### config.mk
export PLATFORM = sky130hd
export DESIGN_NAME = transpad_arb
export DESIGN_NICKNAME = d
export VERILOG_FILES = /design/src/rtl/transpad_pkg.sv /design/src/rtl/transpad_rr_pick.sv /design/src/rtl/transpad_arb.sv
export SDC_FILE = /design/constraint.sdc
export NUM_CORES = 1
export LEC_CHECK = 0
export ABC_AREA = 1
export CAP_MARGIN = 20
export CORE_AREA = 10 10 101 125
export DETAILED_ROUTE_END_ITERATION = 12
export DIE_AREA = 0 0 111 135
export GPL_TIMING_DRIVEN = 1
export HOLD_SLACK_MARGIN = 0.12
export PLACE_DENSITY = 0.86
export SYNTH_ARGS = -nofsm -noshare
export SYNTH_HDL_FRONTEND = slang
export SYNTH_HIERARCHICAL = 1
export SYNTH_SLANG_ARGS = --single-unit
export TNS_END_PERCENT = 5
### constraint.sdc
create_clock -name clk -period 4.36 [get_ports clk]
set_input_delay 0.872 -clock clk [delete_from_list [all_inputs] [get_ports clk]]
set_output_delay 0.872 -clock clk [all_outputs]
set_load 0.03 [all_outputs]
### src/rtl/transpad_pkg.sv
// rtl/transpad_pkg.sv - shared command codes and arbiter state type for transpad_arb
package transpad_pkg;

   localparam logic [2:0] CMD_NOP  = 3'b000;
   localparam logic [2:0] CMD_STOP = 3'b111;

   typedef enum logic {IDLE, OWN} arb_state_t;

endpackage

### src/rtl/transpad_rr_pick.sv
// rtl/transpad_rr_pick.sv - combinational round-robin picker: first set req at or after ptr
module transpad_rr_pick
#(
   parameter int NREQ = 4,
   localparam int IW = $clog2(NREQ)
)
(
   input  logic [NREQ-1:0] req,
   input  logic [IW-1:0]   ptr,
   output logic [IW-1:0]   idx,
   output logic            any
);

   always_comb begin
      logic [IW-1:0] j;
      j   = '0;
      idx = '0;
      any = 1'b0;
      // Walk offsets downward so the smallest offset from ptr is the last one written.
      for (int i = NREQ - 1; i >= 0; i--) begin
         j = IW'((int'(ptr) + i) % NREQ);
         if (req[j]) begin
            idx = j;
            any = 1'b1;
         end
      end
   end

endmodule

### src/rtl/transpad_arb.sv
// rtl/transpad_arb.sv - session arbiter for one transpad among NREQ requesters; TRANSPAD_ARB_WDOG_EN adds idle watchdog
module transpad_arb
   import transpad_pkg::*;
#(
   parameter int NREQ    = 4,
   parameter int CMDW    = 3,
   parameter int DATAW   = 48,
   parameter int TIMEOUT = 1024
)
(
   input  logic                    clk,
   input  logic                    rstn,
   input  logic [NREQ-1:0]         req,
   input  logic [NREQ-1:0]         lock,
   input  logic [NREQ*CMDW-1:0]    cmd_in,
   input  logic [NREQ*DATAW-1:0]   data_in,
   output logic [NREQ-1:0]         gnt,
   output logic [CMDW-1:0]         tp_cmd,
   output logic [DATAW-1:0]        tp_data,
   input  logic                    tp_rdy,
   output logic [$clog2(NREQ)-1:0] owner,
   output logic                    owner_vld
`ifdef TRANSPAD_ARB_WDOG_EN
   ,
   output logic                    wdog_o
`endif
);

   localparam int IW = $clog2(NREQ);

   arb_state_t       state, state_nxt;
   logic [IW-1:0]    rr_ptr, pick_idx, ptr_after;
   logic             pick_any, gnt_any, release_c, wdog_fire;
   logic             own_req, own_lock;
   logic [CMDW-1:0]  own_cmd;
   logic [DATAW-1:0] own_data;

   transpad_rr_pick #(.NREQ(NREQ)) u_pick (
      .req (req),
      .ptr (rr_ptr),
      .idx (pick_idx),
      .any (pick_any)
   );

   always_comb begin
      own_req  = 1'b0;
      own_lock = 1'b0;
      own_cmd  = '0;
      own_data = '0;
      for (int i = 0; i < NREQ; i++) begin
         if (owner == IW'(i)) begin
            own_req  = req[i];
            own_lock = lock[i];
            own_cmd  = cmd_in[i*CMDW +: CMDW];
            own_data = data_in[i*DATAW +: DATAW];
         end
      end
   end

   // Masked by rstn so a reset cycle never shows a grant, even mid-session.
   assign gnt_any   = rstn && (state == OWN) && own_req && tp_rdy;
   assign release_c = (state == OWN) && !own_lock && (!own_req || gnt_any);
   assign ptr_after = (owner == IW'(NREQ - 1)) ? '0 : owner + 1'b1;

`ifdef TRANSPAD_ARB_WDOG_EN
   logic [15:0] idle_cnt;

   assign wdog_fire = (state == OWN) && (idle_cnt == 16'(TIMEOUT - 1)) && tp_rdy && !gnt_any;

   always_ff @(posedge clk) begin
      if (!rstn || state != OWN || gnt_any) begin
         idle_cnt <= '0;
      end else if (idle_cnt != 16'(TIMEOUT - 1)) begin
         idle_cnt <= idle_cnt + 16'd1;
      end
   end

   always_ff @(posedge clk) begin
      if (!rstn) wdog_o <= 1'b0;
      else       wdog_o <= wdog_fire;
   end
`else
   assign wdog_fire = 1'b0;
`endif

   always_ff @(posedge clk) begin
      if (!rstn) state <= IDLE;
      else       state <= state_nxt;
   end

   always_comb begin
      state_nxt = state;
      case (state)
         IDLE:    if (pick_any) state_nxt = OWN;
         OWN:     if (release_c || wdog_fire) state_nxt = IDLE;
         default: state_nxt = IDLE;
      endcase
   end

   always_comb begin
      gnt = '0;
      gnt[owner] = gnt_any;
   end

   always_ff @(posedge clk) begin
      if (!rstn) begin
         rr_ptr    <= '0;
         owner     <= '0;
         owner_vld <= 1'b0;
         tp_cmd    <= CMDW'(CMD_NOP);
         tp_data   <= '0;
      end else begin
         tp_cmd <= CMDW'(CMD_NOP);
         if (state == IDLE) begin
            if (pick_any) owner <= pick_idx;
            owner_vld <= pick_any;
         end else begin
            if (wdog_fire) begin
               tp_cmd  <= CMDW'(CMD_STOP);
               tp_data <= '0;
            end else if (gnt_any) begin
               tp_cmd  <= own_cmd;
               tp_data <= own_data;
            end
            if (release_c || wdog_fire) begin
               rr_ptr    <= ptr_after;
               owner_vld <= 1'b0;
            end
         end
      end
   end

endmodule

==> results of run 1 <==
-- how the worst max path moves through the flow --
| stage | startpoint | end | cells past startpoint |
|---|---|---|---|
| global route | owner[1] | gnt[2] | 11 |
| detailed placement | req[0] | gnt[0] | 10 |
| CTS | owner[1] | gnt[2] | 11 |
| finish | owner[1] | gnt[2] | 11 |
| floorplan | owner[0] | gnt[0] | 12 |
| global placement | req[0] | gnt[2] | 10 |
-- layout by cell type, fill, tap and decap left out --
master	instances
a211oi_2	3
a21oi_1	70
and2_4	1
buf_2	1
buf_4	9
clkbuf_1	2
clkbuf_16	9
clkbuf_8	2
clkdlybuf4s50_1	271
clkinv_2	4
dfxtp_1	57
ha_1	2
ha_2	2
inv_1	13
inv_2	7
inv_4	1
nand2_1	212
nand2_2	7
nand3_1	54
nand3_2	2
nor2_1	22
nor2_4	1
nor2_8	1
o211ai_1	20
o21ai_0	79
o21ai_1	15
o21ai_2	1
or2_1	1
-- where the power goes --
part / switching [uW] / total, uW / internal (uW)
Sequential: 53.4 / 646 / 592
Combinational: 1050 / 1740 / 687
Clock: 231 / 643 / 412
-- flip-flops by register name, summed over array words and instances, names as in the netlist --
signal,cells
tp_cmd,3
rr_ptr,2
state,1
owner_vld,1
owner,2
tp_data,48
-- synthesized netlist by cell type, drive strengths merged --
library cell	n
nand2	219
o21ai	95
a21oi	70
dfxtp	57
nand3	56
buf	25
clkbuf	24
nor2	24
inv	21
o211ai	20
ha	4
a211oi	3
and2	1
clkinv	1
or2	1
-- logic make-up after synthesis --
family	Yosys count	share of synthesized area
DFF	57	0.301
buffers and inverters	71	0.0871
adders and majority gates	4	0.0132
and+or+nand+nor	301	0.331
AOI/OAI and AO/OA	188	0.268
-- area by class of cell --
cell class,instances,area [sq um],area share
Clock inverter,3,15.0,0.00221
Multi-Input combinational cell,493,2330,0.344
Clock buffer,13,260,0.0384
Sequential cell,57,1140,0.168
Timing Repair Buffer,281,2790,0.411
Inverter,22,86.3,0.0127
Tap cell,129,161,0.0238
-- critical path, delay by kind of cell (launching register included) --
kind	cells	cell delay (ns)
buf+inv	4	0.98
fa+ha+maj	1	0.64
simple gates	6	0.52
flops	1	0.34
-- through the flow --
stage / total power [uW] / hold WS (ns) / cell area [sq um]
after floorplan: 1790 / 0.475 / 3790
after global placement: 2370 / 0.449 / 6500
after detailed placement: 2390 / 0.454 / 6500
after CTS: 3050 / 0.466 / 6780
after global routing: 3290 / 0.485 / 6780
final: 3030 / 0.461 / 6780
-- routing by layer --
layer  vias up  track usage  wire [um]
met1      2300        0.249       6930
met5         -            0          0
met2       250        0.394       8850
met4         0       0.0986        457
li1       2564            -          -
met3        25       0.0887       1790
==> results by group, run 1 <==
Status
  – Outcome: complete, no violations

Logic synthesis
  – Leading area contributor after synthesis: dfxtp_1
  – Syn_nets: 840
  – Syn avg cell area: ~6 sq um
  – Synth warn: 6
  – Sequential fraction of the synthesis area: 0.301
  – Register bit total from synthesis: 57
  – Synth top area share: 0.301
  – Largest cells by area after synthesis: dfxtp_1 (30%), nand2_1 (21%), o21ai_0 (10%), a21oi_1 (9.2%), nand3_1 (7.1%)
  – Post-Syn Area: 3790 sq um
  – Mapped Cells: between 600 and 700
  – Unique masters post-synth: 26

Cells and area
  – Fraction of final layout cells sized beyond drive strength 1: 0.0587
  – Ant diodes: 0
  – Layout area overhead: 78.8%
  – Nets: 1083
  – Layout Cells excl Fill: 998
  – Filler cells: 897
  – Final Util: 0.671

Power and ir drop
  – Leakage: about 0.0029 uW
  – Worst VDD drop: 226 uV
  – Pwr/cell area: 447 nW/um^2

Global route
  – Global Route Usage Sum: 0.231
  – Vias in the first global route: 5195
  – Remaining global-route overflow: 0
  – Initial antenna violation count: 0
  – First-pass GRT wire length: 27900 um
  – Pin count of the biggest net entering global routing: 97

Detailed routing
  – Drt pass-1 iters: 7
  – Iter 0 DRT Violations: about 280
  – Remaining DRCs: 0
  – Routed Antenna Nets: 0
  – Vias per std cell: 5.15
  – DRT Wirelength: 18000 um
  – Routed vias: 5139
  – WL per Instance: 18.1 um

Critical path
  – Cell Chain, Critical Path: inv_1 > ha_2 > inv_2 > nand2_1 > nand3_2 > nand2_2 > nand2_2 > nor2_8 > inv_2 > nor2_1 > clkdlybuf4s50_1
  – WP data arrival: approximately 2.8 ns
  – CP Launch Type: flop
  – Reg2Reg Setup Slack: between 1 and 1.5 ns
  – Worst Setup Path Type: reg2out
  – Biggest cell delay along the critical path: 0.71 ns
  – CP endpoint kind: output port
  – Worst Path Required: approximately 3.5 ns
  – R2r startpoint: owner[1]
  – Reg2Reg Depth: 11
  – Worst-path maximum fanout: 31
  – FF-to-FF End: tp_data[47]
  – Crit-path slowest cell: clkdlybuf4s50_1

Timing
  – Final hold violations: 0
  – Fin crit share: 0.842
  – Setup tns final: 0 ns
  – Final setup viols: 0
  – Relative slew slack: 0.322
  – Minimum clock period: roughly 3.7 ns
  – Final Max Slew Viols: 0
  – RSZ-0062 raised after global routing: false
  – Clock skew: about 0.0027 ns
  – Worst Max-Slew Pin Slew: 1.02 ns
  – Fmax achieved: 0.272 GHz
  – Fin worst setup slack: ~0.7 ns

Floorplanning
  – Initial core utilization: 0.375
  – # rows: 41
  – Core box area: between 10000 and 15000 sq um
  – Die X: roughly 110 um
  – Top-Level Pins: 273
  – Die height: 135 um
  – Die ar.: 15000 sq um

Clocking
  – Clk root buf: clkbuf_16
  – CTS Hold Buffers Added: 0
  – CTS tree: built
  – Clock Path Buffers: 2
  – Htree depth: 3
  – Num CTS Buffers: 9
  – Setup repair bufs after CTS: 0
  – Clk sinks: 57
  – Clock latency on the worst-skew pair: 0.32 ns
  – Worst-path clk slew: approximately 0.050 ns
  – Post-cts sizing count: 0

Place
  – Post-DP HPWL: 13900 um
  – Number of port buffers: 272
  – Placed Instances: 982
  – Place WS: around 0.8 ns
  – GP Congestion: roughly 0.9

Worst hold path
  – Hold Crit Class: reg2reg
  – Hold path cells: 2
  – Hold Crit Start: tp_data[36]
  – Worst Hold Endpoint: tp_data[36]

Flow run
  – Max cap viols: 0
Power figures use the tool's default switching activity.
==> inputs of run 2 (changes only) <==
CORE_AREA = 10 10 105 130   (was 10 10 101 125)
DIE_AREA = 0 0 115 140   (was 0 0 111 135)
PLACE_DENSITY = 0.8   (was 0.86)
clock period = 3.5 ns   (was 4.36 ns; I/O delays follow)
==> run 2 against run 1 <==
Hold slack gained 0.0066 ns. Via count shrank 3.3%. Register-to-register slack lost 0.64 ns. Combinational power grew 24%. Critical path depth shrank 1. Flip-flop and latch count is the same. Clock skew grew 0.0018 ns. Global-route usage shrank 2.3 points. Largest power group unchanged. Total power grew 23%. Clock power grew 20%. Cell area shrank 0.18%. Sequential power grew 24%.
==> results by group, run 2 (same netlist as run 1, synthesis figures left out) <==
Clocking
  – Clock Path Buffers: 2 (unchanged)
  – Htree depth: 3 (unchanged)
  – Clk root buf: clkbuf_16
  – CTS tree: built
  – Post-cts sizing count: 0 (unchanged)
  – CTS Hold Buffers Added: 0 (unchanged)
  – Clk sinks: 57 (unchanged)
  – Worst-path clk slew: 0.05 ns (about the same)
  – Clock latency on the worst-skew pair: 0.32 ns (about the same)
  – Setup repair bufs after CTS: 0 (unchanged)
  – Num CTS Buffers: 9 (unchanged)

Cells and area
  – Most frequent cells in the layout: clkdlybuf4s50_1 (267), nand2_1 (212), o21ai_0 (79), a21oi_1 (70), dfxtp_1 (57)
  – Max FFs per register: 48 (unchanged)
  – Reg with most FFs: tp_data
  – Fraction of final layout cells sized beyond drive strength 1: 0.0598 (+0.00115)
  – Ant diodes: 0 (unchanged)
  – Commonest non-fill, non-tap cell in the layout: clkdlybuf4s50_1
  – Top Registers: tp_data (48), tp_cmd (3)
  – Fin area: 6770 sq um (-0.18%)
  – Nets: 1084 (+0.092%)
  – Final Util: 0.611 (-0.0603)
  – Layout area overhead: 78.5%
  – Filler cells: 1047 (+17%)

Power and ir drop
  – Pwr/cell area: 550 nW/um^2 (+23%)
  – Worst VDD drop: 236 uV (+4.5%)
  – Final Total Pwr: 3720 uW (+23%)
  – Leakage: 0.00294 uW (about the same)

Global route
  – Pin count of the biggest net entering global routing: 97 (unchanged)
  – Remaining global-route overflow: 0 (unchanged)
  – Initial antenna violation count: 0 (unchanged)
  – Vias in the first global route: 4959 (-4.5%)
  – Global Route Usage Sum: 0.207 (-0.0235)
  – First-pass GRT wire length: 26800 um (-4.1%)

Timing
  – Final Max Slew Viols: 0 (unchanged)
  – Fmax achieved: between 0.3 and 0.4 GHz
  – Hold slack: 0.468 ns (+0.00661 ns)
  – Worst Max-Slew Pin Slew: 0.893 ns (-0.122 ns)
  – Clock skew: 0.00448 ns (+0.00176 ns)
  – Final hold violations: 0 (unchanged)
  – Relative slew slack: 0.404 (+0.0828)
  – Setup tns final: 0 ns (unchanged)
  – Final setup viols: 0 (unchanged)
  – Fin crit share: 0.863
  – RSZ-0062 raised after global routing: false
  – Minimum clock period: 3.02 ns

Floorplanning
  – Initial core utilization: 0.342 (-0.0331)
  – Top-Level Pins: 273 (unchanged)
  – Die ar.: 16100 sq um (+7.4%)
  – # rows: 43 (+4.9%)
  – Die height: 140 um (+3.7%)
  – Core box area: 11100 sq um (+9.7%)
  – Die X: 115 um (+3.6%)

Flow run
  – Max cap viols: 0 (unchanged)

Detailed routing
  – Vias per std cell: 4.95 (-3.9%)
  – Routed Antenna Nets: 0 (unchanged)
  – Drt pass-1 iters: 4 (-3)
  – DRT Wirelength: 17500 um (-2.9%)
  – Routed vias: 4970 (-3.3%)
  – Iter 0 DRT Violations: 192 (-32%)
  – WL per Instance: 17.4 um (-3.5%)
  – Remaining DRCs: 0 (unchanged)

Place
  – Number of port buffers: 272 (unchanged)
  – Post-DP HPWL: 13600 um (-2.0%)
  – Cell Area, Placed: 6510 sq um (about the same)
  – GP Congestion: 0.840 (-5.8%)

Critical path
  – CP endpoint kind: output port
  – CP Launch Type: flop
  – WP data arrival: 2.32 ns (-0.48 ns)
  – Worst-path maximum fanout: 25 (-19%)
  – Worst Path Required: 2.80 ns (-0.69 ns)
  – Worst Setup Path Type: reg2out

Status
  – Outcome: complete, no violations

Worst hold path
  – Hold Crit Class: reg2reg
==> run 2: per-layer routing <==
layer | part of all wire | global-route usage | wire length (um)
met5 | 0 | 0 | 0
met4 | 0.0094 | 0.0529 | 164
met3 | 0.12 | 0.0897 | 2180
met1 | 0.38 | 0.225 | 6720
met2 | 0.48 | 0.357 | 8440
==> run 2: critical path, stage by stage, from the launching register on <==
cell      delay [ns]
dfxtp_1         0.34
inv_1           0.11
ha_2            0.54
clkinv_2        0.30
nand3_2         0.15
nand2_2         0.06
nand2_2         0.11
nor2_8          0.08
inv_2           0.09
nor2_1          0.04
buf_4           0.18
==> run 2: report_power, final <==
group          total, uW  internal [uW]  leakage [uW]  switching (uW)
Sequential           803            738      0.000462            65.2
Clock                769            494      0.000124             274
Combinational       2150            853       0.00235            1300
==> run 2: layout make-up <==
class | instances | area, sq um | share of cell area
Timing Repair Buffer | 282 | 2780 | 0.411
Inverter | 22 | 86.3 | 0.0128
Multi-Input combinational cell | 493 | 2330 | 0.344
Tap cell | 135 | 169 | 0.0250
Clock buffer | 15 | 258 | 0.0381
Sequential cell | 57 | 1140 | 0.169
==> run 2: path summary, 6_finish.rpt <==
kind	start	endpoint	slack, ns	depth (start not counted)
worst max-delay path	owner[0]	gnt[2]	0.48	10
worst min-delay path	tp_data[22]	tp_data[22]	0.47	2
worst max register to register	owner[0]	tp_data[24]	0.77	11
worst min register to register	tp_data[22]	tp_data[22]	0.47	2
==> run 2: per-stage QoR <==
stage,setup slack [ns],std cells
3_5_place_dp,0.669,989
3_3_place_gp,0.697,989
5_1_grt,0.291,1004
2_1_floorplan,0.605,621
6_report,0.480,1004
4_1_cts,0.402,1004
